File: config.mk
export PLATFORM = sky130hd
export DESIGN_NAME = elevator_request_ctrl
export DESIGN_NICKNAME = d
export VERILOG_FILES = /design/src/rtl/elevator_pkg.sv /design/src/rtl/elevator_cycle_timer.sv /design/src/rtl/elevator_request_ctrl.sv
export SDC_FILE = /design/constraint.sdc
export NUM_CORES = 1
export LEC_CHECK = 0
export CAP_MARGIN = 20
export CORE_UTILIZATION = 49
export CTS_CLUSTER_SIZE = 10
export DETAILED_ROUTE_END_ITERATION = 8
export PLACE_DENSITY = 0.83
export SYNTH_ARGS = -nofsm -noshare
export SYNTH_HDL_FRONTEND = slang
export SYNTH_SLANG_ARGS = --single-unit
File: constraint.sdc
create_clock -name clk -period 2.1 [get_ports clk]
set_input_delay 0.42 -clock clk [delete_from_list [all_inputs] [get_ports clk]]
set_output_delay 0.42 -clock clk [all_outputs]
set_load 0.02 [all_outputs]
File: src/rtl/elevator_pkg.sv
// Shared definitions for the elevator controller slice: FSM state encodings,
// travel direction and default geometry/timing parameters.
package elevator_pkg;

  typedef enum logic [1:0] {
    ST_IDLE      = 2'b00,
    ST_MOVE_UP   = 2'b01,
    ST_MOVE_DOWN = 2'b10,
    ST_DOOR_OPEN = 2'b11
  } elev_state_e;

  typedef enum logic {
    DIR_UP   = 1'b0,
    DIR_DOWN = 1'b1
  } elev_dir_e;

  localparam int unsigned DEF_FLOORS        = 4;
  localparam int unsigned DEF_TRAVEL_CYCLES = 8;
  localparam int unsigned DEF_DOOR_CYCLES   = 16;

endpackage

File: src/rtl/elevator_cycle_timer.sv
// Cycle counter with synchronous clear and a terminal-count strobe; wraps to
// zero on the strobe cycle.
module elevator_cycle_timer #(
  parameter int unsigned TERMINAL = 8,
  parameter int unsigned CW       = $clog2(TERMINAL)
) (
  input  logic clk,
  input  logic reset,
  input  logic clr_i,
  input  logic en_i,
  output logic tc_o
);

  logic [CW-1:0] cnt_q, cnt_d;

  always_comb begin
    tc_o  = en_i & (cnt_q == CW'(TERMINAL - 1));
    cnt_d = cnt_q;
    if (clr_i || tc_o) begin
      cnt_d = '0;
    end else if (en_i) begin
      cnt_d = cnt_q + 1'b1;
    end
  end

  always_ff @(posedge clk or posedge reset) begin
    if (reset) begin
      cnt_q <= '0;
    end else begin
      cnt_q <= cnt_d;
    end
  end

endmodule

File: src/rtl/elevator_request_ctrl.sv
// Call latch, position tracker and target selector feeding the elevator FSM
// its UP/DOWN/EQ/T decision inputs.
module elevator_request_ctrl
  import elevator_pkg::*;
#(
  parameter int unsigned FLOORS        = DEF_FLOORS,
  parameter int unsigned FLOOR_W       = 2,
  parameter int unsigned TRAVEL_CYCLES = DEF_TRAVEL_CYCLES,
  parameter int unsigned DOOR_CYCLES   = DEF_DOOR_CYCLES
) (
  input  logic               clk,
  input  logic               reset,
  input  logic [FLOORS-1:0]  call_btn,
  input  logic               motor_up,
  input  logic               motor_down,
  input  logic               door_open,
  output logic               UP,
  output logic               DOWN,
  output logic               EQ,
  output logic               T,
  output logic [FLOOR_W-1:0] cur_floor,
  output logic [FLOORS-1:0]  req_pending,
  output logic               fault
);

  localparam logic [FLOOR_W-1:0] TOP_FLOOR = FLOOR_W'(FLOORS - 1);

  logic [FLOORS-1:0]  req_q, req_d;
  logic [FLOOR_W-1:0] floor_q, floor_d;
  elev_dir_e          dir_q, dir_d;
  logic               fault_q, fault_d;

  logic moving, idle, above, below, up_c, dn_c;
  logic travel_en, step, door_restart;

  // Returns {above, below}: whether any pending request lies above/below cur.
  function automatic logic [1:0] scan_req(input logic [FLOORS-1:0]  req,
                                          input logic [FLOOR_W-1:0] cur);
    logic ab, bl;
    ab = 1'b0;
    bl = 1'b0;
    for (int unsigned f = 0; f < FLOORS; f++) begin
      if (req[f] && (f > 32'(cur))) ab = 1'b1;
      if (req[f] && (f < 32'(cur))) bl = 1'b1;
    end
    return {ab, bl};
  endfunction

  always_comb begin
    moving         = motor_up | motor_down;
    idle           = ~moving & ~door_open;
    EQ             = moving & req_q[floor_q];
    {above, below} = scan_req(req_q, floor_q);
    if (dir_q == DIR_UP) begin
      up_c = above;
      dn_c = below & ~above;
    end else begin
      dn_c = below;
      up_c = above & ~below;
    end
    UP           = idle & up_c;
    DOWN         = idle & dn_c;
    travel_en    = (motor_up ^ motor_down) & ~EQ & ~door_open;
    door_restart = door_open & call_btn[floor_q];
  end

  elevator_cycle_timer #(.TERMINAL(TRAVEL_CYCLES)) u_travel (
    .clk   (clk),
    .reset (reset),
    .clr_i (~travel_en),
    .en_i  (travel_en),
    .tc_o  (step)
  );

  elevator_cycle_timer #(.TERMINAL(DOOR_CYCLES)) u_door (
    .clk   (clk),
    .reset (reset),
    .clr_i (~door_open | door_restart),
    .en_i  (door_open),
    .tc_o  (T)
  );

  always_comb begin
    req_d = req_q | call_btn;
    if (idle || door_open) req_d[floor_q] = req_q[floor_q];
    if (T) req_d[floor_q] = 1'b0;

    floor_d = floor_q;
    if (step) begin
      if (motor_up && (floor_q != TOP_FLOOR)) floor_d = floor_q + 1'b1;
      else if (motor_down && (floor_q != '0)) floor_d = floor_q - 1'b1;
    end

    dir_d = dir_q;
    if (motor_up) dir_d = DIR_UP;
    else if (motor_down) dir_d = DIR_DOWN;

    // End-of-shaft drive is only an error when not stopping there (EQ=0):
    // the FSM legitimately holds the motor for the arrival cycle.
    fault_d = fault_q
            | (motor_up & motor_down)
            | (motor_up & ~EQ & (floor_q == TOP_FLOOR))
            | (motor_down & ~EQ & (floor_q == '0))
            | (moving & door_open);
  end

  always_ff @(posedge clk or posedge reset) begin
    if (reset) begin
      req_q   <= '0;
      floor_q <= '0;
      dir_q   <= DIR_UP;
      fault_q <= 1'b0;
    end else begin
      req_q   <= req_d;
      floor_q <= floor_d;
      dir_q   <= dir_d;
      fault_q <= fault_d;
    end
  end

  assign cur_floor   = floor_q;
  assign req_pending = req_q;
  assign fault       = fault_q;

endmodule

==> out/results.tsv <==
stage	metric	value	unit
worst_setup_path	crit path cell chain	inv_2, ha_4, inv_2, a22oi_2, o21ai_2, a2111oi_4, buf_4	
sta	Max-slew headroom	60.84	%
grt	GRT Total Usage	27.13	%
clock_tree	H-tree depth	1	
outcome	violated checks	negative setup slack	
floorplanning	die area	2035	sq um
sta	final-report hold violation count	0	
floorplanning	Cell Rows	15	
synthesis	Synth Instances	89	
clock_tree	root buffer cell	clkbuf_4	
synthesis	Yosys cell types	27	
place	placed cell count	156	
synthesis	Synth Warn #	0	
clock_tree	clock input transition at the sequential cells of the worst setup and hold paths	0.09	ns
synthesis	Synth Area in Adders	13.74	%
pwr	leakage	0.6651	nW
clock_tree	clock tree sinks	15	
clock_tree	Longest Clk Path Bufs	2	
sta	# setup viols final	2	
finish	non-filler instance count after layout	165	
synthesis	Post-Syn Area	910.9	sq um
synthesis	Post-synth EDFFs	0	
worst_setup_path	CP Capture Type	primary output	
worst_setup_path	Max Fanout on Critical Path	3	
synthesis	post-synthesis simple-gate area fraction	12.77	%
finish	Diodes inserted	0	
floorplanning	Initial Util	52.75	%
worst_setup_path	Critical Path Max Stage Delay	0.44	ns
worst_setup_path	critical path's most frequent cell	inv_2	
finish	layout cells sized above 1	42.14	%
grt	initial antenna violation count	0	
synthesis	syn_nets	108	
worst_setup_path	Critical Path AT	1.79	ns
sta	RSZ-0062 raised after global routing	true	
routing	drt wl/cell	18.09	microns
sta	maximum clock frequency	451.8	MHz
routing	drt via density	5.624	
floorplanning	core area	1727	sq um
sta	Clock Skews	0.01156	ns
hold_path	HP Class	reg2reg	
routing	Via Count	928	
run	max_cap viols	0	
place	Detailed Place HPWL	1849	microns
worst_setup_path	CP Launch Type	flop	
synthesis	Post-Syn Area per Cell	10.23	sq um
sta	crit path time final	2.213	ns
place	Final Wtd Congestion	0.8303	
grt	first-pass GRT wire length	4002	microns
place	number of port buffers	19	
routing	TritonRoute pass-1 iters	4	
hold_path	WHS Path Cells	1	
clock_tree	worst-skew pair later-pin latency	0.29	ns
finish	nets	160	
floorplanning	io pins	20	
grt	largest net degree at the start of global routing	16	
floorplanning	Die Y	45.12	microns
sta	setup ws final	-0.1131	ns
sta	Slew @ Worst Pin	0.5868	ns
sta	worst hold margin	0.4741	ns
floorplanning	DIE WIDTH	45.12	microns
finish	commonest non-fill, non-tap cell in the layout	buf_4	
worst_setup_path	worst r2r path cells	7	
synthesis	Async SR Flop Fraction	100.0	%
finish	Filler Cell Count	93	
worst_setup_path	Data required, critical path	1.68	ns
finish	commonest non-fill, non-tap cells in the layout	25 x buf_4, 13 x dfrtp_1, 12 x clkdlybuf4s50_1	
synthesis	main combinational cell family by area after synthesis	compound AO/OA/AOI/OAI gates	
synthesis	sequential fraction of the synthesis area	41.21	%
synthesis	mux contribution to synthesized area	7.967	%
clock_tree	CTS tree	yes	
clock_tree	CTS buffer count	3	
sta	Fin Setup TNS	-0.1780	ns
routing	WL final	2985	microns
sta	Final period util	105.4	%
outcome	status	complete, but fails checks	
pwr	maximum vdd drop	0.3253	mV
grt	vias in the first global route	898	
synthesis	Top FF cell, synth	dfrtp_1	
pwr	power per cell area	397.3	nW/um^2
routing	post-route ant nets	0	
worst_setup_path	critical path type	reg2out	
synthesis	register bit total from synthesis	15	
finish	Area growth syn-to-layout	65.11	%
synthesis	Synth Area in XOR/XNOR	3.846	%
routing	detailed-route DRC error count	0	
sta	Final Max Slew Viols	0	
grt	grt ovf	0	
worst_setup_path	slowest CP cell	dfrtp_2	
routing	DRT iter0 DRCs	23	
synthesis	Compound-Gate Fraction of Synth Area	16.76	%
==> metal layers <==
metal  GRT usage (%)  wire length, microns
met5               0                     0
met1           36.48                  1262
met4           7.273                    69
met3           2.800                   154
met2           46.38                  1499
==> final cells by class <==
cell class,instances,area [sq um],share of cell area (%)
Multi-Input combinational cell,65,620.6,41.26
Inverter,9,33.78,2.246
Timing Repair Buffer,47,414.1,27.54
Tap cell,25,31.28,2.080
Sequential cell,15,377.9,25.12
Clock buffer,4,26.28,1.747
==> timing repair <==
item	in CTS	in global routing
pin swaps	5	3
buffers inserted	2	3
setup endpoints to repair	4	5
gates resized for setup	43	7
hold buffers	0	0
==> critical path: cells and delay by family (launching register included) <==
kind / cells / cell delay [ns]
AOI/OAI and AO/OA: 3 / 0.58
adders and majority gates: 1 / 0.15
buffers and inverters: 3 / 0.35
DFF: 1 / 0.44
==> final timing paths <==
check	to	from	slack, ns
min	u_travel.cnt_q[0]	u_travel.cnt_q[0]	0.47
max	UP	cur_floor[0]	-0.11
max in group asynchronous	cur_floor[0]	reset	1.19
max reg2reg	cur_floor[1]	cur_floor[1]	0
min reg2reg	u_travel.cnt_q[0]	u_travel.cnt_q[0]	0.47
min in group asynchronous	u_door.cnt_q[3]	reset	0.48
==> sequential cells by signal, summed over array words and instances, names as in the netlist <==
signal and cells:
u_door.cnt_q 4, req_pending 4, dir_q 1, u_travel.cnt_q 3
cur_floor 2, fault 1
==> cells in the mapped netlist (3+ instances only) <==
cell	instances	area (sq um)
inv_1	9	33.78
nand2_1	3	11.26
mux2i_1	5	50.05
dfrtp_1	15	375.4
o21ai_1	4	20.02
o21ai_0	11	55.05
nor2_1	6	22.52
ha_1	10	125.1
==> where the power goes <==
group / switching, mW / total (mW) / internal (mW) / leakage, nW
Combinational: 0.0624 / 0.120 / 0.0574 / 0.479
Sequential: 0.00624 / 0.303 / 0.297 / 0.171
Clock: 0.101 / 0.174 / 0.0737 / 0.0150
Total: 0.169 / 0.597 / 0.428 / 0.665
==> per-stage QoR <==
step | area, sq um | worst slack (ns) | utilization (%) | power, mW
global route | 1504 | -0.1713 | 87.10 | 0.6180
finish | 1504 | -0.1131 | 87.10 | 0.5975
detailed placement | 1326 | -0.5427 | 76.81 | 0.4198
global placement | 1326 | -0.4890 | 76.81 | 0.4154
floorplan | 932.1 | -0.009638 | - | 0.3573
CTS | 1449 | -0.1127 | 83.91 | 0.5943
==> logic make-up after synthesis <==
kind of cell               count (synthesis)
and+or+nand+nor                           20
adders and majority gates                 10
muxes                                      7
xor gates and xnor gates                   4
buffers and inverters                      9
AOI/OAI and AO/OA                         24
DFF                                       15
Power figures use the tool's default switching activity.
